**src/rtl/casex_example.sv**
```systemverilog
// Registered casex-style pattern classifier with optional per-class hit counters.
// Define CASEX_EXAMPLE_HIT_COUNT_EN to compile in clr_cnt, cnt_a, cnt_b and cnt_none.
module casex_example #(
    parameter int unsigned CNT_W = 8
) (
    input  logic             clk,
    input  logic             rst,
    input  logic             in_valid,
    input  logic [3:0]       in,
    output logic [1:0]       out,
    output logic             out_valid
`ifdef CASEX_EXAMPLE_HIT_COUNT_EN
    ,
    input  logic             clr_cnt,
    output logic [CNT_W-1:0] cnt_a,
    output logic [CNT_W-1:0] cnt_b,
    output logic [CNT_W-1:0] cnt_none
`endif
);

    localparam logic [1:0] CODE_NONE = 2'b00;
    localparam logic [1:0] CODE_A    = 2'b01;
    localparam logic [1:0] CODE_B    = 2'b10;

    logic       hit_a_c;
    logic       hit_b_c;
    logic [1:0] code_c;

    // Case-inequality keeps casex semantics: an X/Z input bit matches any pattern bit.
    // Class A = 1?00, class B = 01?0; A wins when both match.
    always_comb begin
        hit_a_c = (in[3] !== 1'b0) && (in[1] !== 1'b1) && (in[0] !== 1'b1);
        hit_b_c = (in[3] !== 1'b1) && (in[2] !== 1'b0) && (in[0] !== 1'b1);
        code_c  = CODE_NONE;
        if (hit_a_c) begin
            code_c = CODE_A;
        end else if (hit_b_c) begin
            code_c = CODE_B;
        end
    end

    always_ff @(posedge clk) begin
        if (rst) begin
            out       <= CODE_NONE;
            out_valid <= 1'b0;
        end else begin
            out_valid <= in_valid;
            if (in_valid) begin
                out <= code_c;
            end
        end
    end

`ifdef CASEX_EXAMPLE_HIT_COUNT_EN
    localparam logic [CNT_W-1:0] CNT_MAX = {CNT_W{1'b1}};

    // Saturating counters; clear beats a same-cycle increment, reset beats both.
    always_ff @(posedge clk) begin
        if (rst || clr_cnt) begin
            cnt_a    <= '0;
            cnt_b    <= '0;
            cnt_none <= '0;
        end else if (in_valid) begin
            case (code_c)
                CODE_A: if (cnt_a != CNT_MAX) cnt_a <= cnt_a + CNT_W'(1);
                CODE_B: if (cnt_b != CNT_MAX) cnt_b <= cnt_b + CNT_W'(1);
                default: if (cnt_none != CNT_MAX) cnt_none <= cnt_none + CNT_W'(1);
            endcase
        end
    end
`endif

endmodule

```
**config.mk**
```make
export PLATFORM = sky130hd
export DESIGN_NAME = casex_example
export DESIGN_NICKNAME = d
export VERILOG_FILES = /design/src/rtl/casex_example.sv
export SDC_FILE = /design/constraint.sdc
export NUM_CORES = 1
export LEC_CHECK = 0
export CORE_AREA = 5 5 42 44
export DETAILED_ROUTE_END_ITERATION = 6
export DIE_AREA = 0 0 47 49
export DONT_BUFFER_PORTS = 1
export HOLD_SLACK_MARGIN = 0.06
export PLACE_DENSITY = 0.3
export SYNTH_ARGS = -nofsm -noshare
export SYNTH_HDL_FRONTEND = slang
export SYNTH_SLANG_ARGS = --single-unit
```
**constraint.sdc**
```tcl
create_clock -name clk -period 0.8 [get_ports clk]
set_input_delay 0.2 -clock clk [delete_from_list [all_inputs] [get_ports clk]]
set_output_delay 0.2 -clock clk [all_outputs]
set_load 0.01 [all_outputs]
```
# [After elaboration in Yosys (flattened, before gate mapping)]
# Cells that the tools add are included.
[op_classes] bitwise=0 n_mul=0 n_div=0 add_sub_neg=0 muxes=2 order_cmp=0 n_shift=0 eq_ne=5 n_reduce_logical=4
[ops] operator="1-bit case inequality test, second input constant" count=5
[ops] operator="1-bit logical AND" count=4
[ops] operator="2-bit two-way mux" count=2
[word_totals] latch_bits=0 elab_cells=13 inputBits=7 reg_bits=3 memories=0 mem_bits_rw=0 mem_bits_ro=0

# [Longest topological paths before layout]
# Gate-level depths: netlist (run 1).
[depth] word_depth=5 ltp_mapped=2 ltp_nobuf=2

# [Worst setup path after synthesis (run 1)]
# No wires, ideal clock.
[synth_path] path_kind="reg2reg" startpoint="register out[0] (netlist name)" endpoint="register out[0]" path_slack_ns=0.202 setup_time_ns=0.070 path_buffers=0 stages_incl_launch_ff=3 arrival_ns=0.528 path_cell_list="dfxtp_1 -> nand2b_1 -> a21oi_1"
[synth_lines] item="end signal, assigned" line="49" text="out <= code_c;"
[synth_lines] item="end, declared" line="10" text="output logic [1:0] out,"

# [Final worst setup path (run 1)]
[layout_path] startpoint="register out[1]" endpoint="output port out[1]"
# No word-level cell between the ends.

==> metrics, run 1 <==
DRT Pass-1 Iters=2; Die Ht=49 um; CTS tree=yes; DRT Wirelength=278 um; clock buffer depth=2; Post-Syn Area=111 sq um; via/cell ratio=3.29; vias in the first global route=137; Reg2Reg Setup Slack=between 150 and 200 ps; placement-stage worst setup slack=155 ps; Hold EP=out_valid; fmax=1280 MHz; total global routing overflow=0; Syn Nets=17; WP data required=approximately 600 ps; CTS H-tree lvls=1; crit start category=flop; critical path class=flop to output pin; Rel. slew slack=91.9%; dpl cell area=around 130 sq um; Area Overhead vs Synth=56.2%; hold crit path type=input pin to flop; Die Area=roughly 2300 sq um; nets@finish=23; CTS buffer count=3; Die Wd=between 40 and 50 um; IO Port Bufs=0; total chip power=around 440 uW; Worst VDD drop=0.00104 V; largest cells by area after synthesis=dfxtp_1 54%, nand4bb_1 20%, nand2b_1 11%; WL per Instance=8.97 um; initial drt markers=1; final number of setup-violating endpoints=0; worst-path maximum fanout=2; pwr dens=roughly 2500 nW/um^2; Initial Util=7.95%; RSZ-0062 raised after global routing=yes; ANT nets after route=0; Core Util, Final=12.4%; Ys Warns=0; post-synth top area cell=dfxtp_1; cell area after layout=174 sq um; routed vias=102; Total GRT Usage=3.16%; core region area=approximately 1400 sq um; Skew-Pair Late Insertion Delay=230 ps; CTS sink cnt=3; sequential element share of the synthesized area=53.9%; Worst EP arrival=580 ps; Worst Reg-to-Reg Cells=2; Tcrit/Tclk final=97.7%; max-slew violations=0; endpoints failing hold=0; row cnt=14; Final Wtd Congestion=0.654; Worst Skew=0 ps; DRC=0; layout cell share with drive strength beyond 1=around two fifths; most frequent cells in the layout=3 x clkbuf_4, 2 x nand4bb_1, 2 x nand2b_1, 2 x a21oi_1, 2 x dfxtp_2; postcts setup bufs=0; CP endpoint kind=output pin; fin crit period=782 ps; Worst Setup Slack, final=18.4 ps; status=complete, no violations; top cell type's share of synthesized area=a little over half; initial antenna violation count=0; Post-Synthesis Cells=10; Post-Syn Area per Cell=11.1 sq um; largest net degree at the start of global routing=6; r2r endpoint=out[1]; P_leak=between 0.05 and 0.06 nW; reg2reg start=out[1]; antenna diode count=0; Unique masters post-synth=5; Hold Startpoint=in_valid; Clock Tree Root=clkbuf_4; Top Ports=10; most common cell after layout, fill and taps aside=clkbuf_4; Hold Path Stages=1; clock slew at reported path FFs=40 ps; number of synthesized register bits=3; global-route wire length before repair=462 um; max_cap viols=0; Worst Tran Pin Value=roughly 120 ps
[logic make-up after synthesis]
group	after synthesis	synth area share, %
and+or+nand+nor	5	37.1
DFF	3	53.9
AOI/OAI and AO/OA	2	8.99
[synth_stat cells]
master / number
nand2b_1: 2
dfxtp_1: 3
nor2b_1: 1
a21oi_1: 2
nand4bb_1: 2
[metrics by stage]
stage,setup TNS (ps),cells,hold slack (ps)
2_1_floorplan,0,10,269
3_3_place_gp,0,26,271
3_5_place_dp,0,26,273
4_1_cts,0,31,112
5_1_grt,-20.6,31,110
6_report,0,31,116
[how the worst max path moves through the flow]
| stage | slack (ps) | endpoint | cells past startpoint | from |
|---|---|---|---|---|
| after floorplan | 200 | out[0] | 2 | out[0] |
| after global placement | 160 | out[1] | 2 | out[1] |
| after detailed placement | 160 | out[1] | 2 | out[1] |
| after CTS | 20 | out[1] | 0 | out[1] |
| after global routing | -10 | out[1] | 0 | out[1] |
| final | 20 | out[1] | 0 | out[1] |
[power by group]
group / switching (mW) / leakage (nW) / internal [mW]
logic: 0.00423 / 0.0150 / 0.0114
clock network: 0.0739 / 0.0150 / 0.187
registers: 0.00534 / 0.0261 / 0.154
total: 0.0835 / 0.0560 / 0.352
[sequential cells by signal, summed over array words and instances, names as in the netlist]
| name | cells |
|---|---|
| out | 2 |
| out_valid | 1 |
[metal layers]
metal / track usage, % / up-vias / share of wire [%]
li1: - / 45 / -
met2: 3.39 / 12 / 36
met4: 0 / 0 / 0
met3: 7.38 / 0 / 29
met5: 0 / - / 0
met1: 2.19 / 45 / 35
[cell type report]
class	instances	area (sq um)
Timing Repair Buffer	1	10.0
Multi-Input combinational cell	7	51.3
Fill cell	170	1230
Sequential cell	3	66.3
Tap cell	16	20.0
Clock buffer	4	26.3
[timing repair]
item	in CTS	in global routing
hold endpoints to repair	3	0
endpoints found under the setup margin	3	2
gates resized for setup	3	1
hold buffers	1	0
(Power assumes the default switching activity.)
==> run 2, diff against run 1 <==
==> config.mk (replaced) <==
export PLATFORM = sky130hd
export DESIGN_NAME = casex_example
export DESIGN_NICKNAME = d
export VERILOG_FILES = /design/src/rtl/casex_example.sv
export SDC_FILE = /design/constraint.sdc
export NUM_CORES = 1
export LEC_CHECK = 0
export CELL_PAD_IN_SITES_DETAIL_PLACEMENT = 1
export CELL_PAD_IN_SITES_GLOBAL_PLACEMENT = 2
export CORE_AREA = 2 2 39 41
export DETAILED_ROUTE_END_ITERATION = 6
export DIE_AREA = 0 0 41 43
export DONT_BUFFER_PORTS = 1
export HOLD_SLACK_MARGIN = 0.06
export PLACE_DENSITY = 0.37
export SYNTH_ARGS = -nofsm -noshare
export SYNTH_HDL_FRONTEND = slang
export SYNTH_SLANG_ARGS = --single-unit
==> run 2 against run 1 <==
Effect of this change: register-to-register slack about the same; largest power group unchanged; design area decreased by 1.4%; non-clock buffer count unchanged; sequential power about the same; die area decreased by 23%; hold slack improved by 1.2 ps; first-iteration DRC count decreased by 100%; largest cell class unchanged.
==> metrics, run 2 (same netlist as run 1, synthesis figures left out) <==
WL per Instance=9.68 um; nets@finish=23; CP endpoint kind=output pin; Worst path depth=0; initial antenna violation count=0; crit start category=flop; P_leak=0.0557 nW; max-slew violations=0; CTS H-tree lvls=1; global-route wire length before repair=434 um; clock slew at reported path FFs=about 40 ps; IO Port Bufs=0; final setup TNS=0 ps; total global routing overflow=0; hold crit path type=input pin to flop; initial drt markers=0; fmax=roughly 1300 MHz; Die Area=1760 sq um; most frequent cells in the layout=3 x clkbuf_4, 3 x dfxtp_2, 2 x nand4bb_1, 2 x nand2b_1, 2 x a21oi_1; CTS sink cnt=3; post-route insts no fill=31; row cnt=14; CTS buffer count=3; Final Wtd Congestion=0.472; postcts setup bufs=0; DRC=0; Tcrit/Tclk final=97.4%; via/cell ratio=around 3.2; pwr dens=2570 nW/um^2; Worst EP arrival=580 ps; dpl cells=26; Worst Skew=0 ps; ANT nets after route=0; Reg2Reg Setup Slack=180 ps; crit path from=out[0]; critical path class=flop to output pin; M3 GR Usage=4.71%; core region area=1380 sq um; worst-path maximum fanout=2; max reg flops=2; Total GRT Usage=4.40%; Top Ports=10; DRT Wirelength=~300 um; Top Registers=out (2), out_valid (1); antenna diode count=0; r2r endpoint=out[1]; layout cell share with drive strength beyond 1=between 40% and 50%; routed vias=100; DRT Pass-1 Iters=1; Critical Path End=out[0]; status=complete, no violations; Skew-Pair Late Insertion Delay=230 ps; reg2reg start=out[1]; Worst VDD drop=0.000273 V; Die Wd=41 um; fin crit period=approximately 800 ps; RSZ-0062 raised after global routing=no; Die Ht=43 um; final number of setup-violating endpoints=0; Clock Tree Root=clkbuf_4; WP data required=around 600 ps; Worst Tran Pin Value=111 ps; CTS tree=yes; Worst Reg-to-Reg Cells=2; Area Overhead vs Synth=53.9%; DP HPWL=243 um; max_cap viols=0; GR peak layer=met4; clock buffer depth=2; GR Util met2=4.38%; largest net degree at the start of global routing=6; vias in the first global route=137; Rel. slew slack=roughly 93%; met1 track demand over resource=3.82%; endpoints failing hold=0; Top reg by flops=out; Initial Util=a little over 8%
run 2: cell types whose count changed in the layout (fill, tap and decap cells not counted):
cell / previous run / this run
dfxtp_2: 2 / 3
dfxtp_4: 1 / 0
run 2: repair_timing:
item | CTS | global route
hold endpoints to repair | 3 | 0
gates resized for setup | 3 | 0
hold buffers | 1 | 0
setup endpoints to repair | 3 | 0
run 2: area by class of cell:
| cell class | instances | area (sq um) |
|---|---|---|
| fill | 161 | 1210 |
| tap | 16 | 20.0 |
| multi-input combinational | 7 | 51.3 |
| clock buffer | 4 | 26.3 |
| timing repair buffer | 1 | 10.0 |
| sequential | 3 | 63.8 |
run 2: per-layer routing:
metal  up-vias  wire, um
met3         0        64
li1         46         -
met1        44       137
met5         -         0
met2        10        98
met4         0         0
run 2: through the flow:
| step | cell area, sq um | utilization (%) | hold WS [ps] | setup WS (ps) | total power [mW] |
|---|---|---|---|---|---|
| 3_3_place_gp | 131 | 9.49 | 272 | 165 | 0.173 |
| 3_5_place_dp | 131 | 9.49 | 273 | 157 | 0.174 |
| 4_1_cts | 171 | 12.4 | 115 | 7.37 | 0.459 |
| 6_report | 171 | 12.4 | 117 | 21.0 | 0.441 |
| 5_1_grt | 171 | 12.4 | 118 | 3.72 | 0.464 |
| 2_1_floorplan | 111 | - | 269 | 202 | 0.172 |
run 2: where the power goes:
| group | leakage [nW] | switching [mW] | internal [mW] |
|---|---|---|---|
| combinational | 0.0150 | 0.00435 | 0.0114 |
| sequential | 0.0258 | 0.00512 | 0.157 |
| clock | 0.0150 | 0.0768 | 0.187 |
| total | 0.0557 | 0.0863 | 0.355 |
run 2: worst min path at each step:
stage,cells past startpoint,slack (ps),start,to
after floorplan,1,270,rst,out[0]
after global placement,1,270,rst,out[1]
after detailed placement,1,270,rst,out[1]
after CTS,1,110,in_valid,out_valid
after global routing,1,120,in_valid,out_valid
final,1,120,in_valid,out_valid
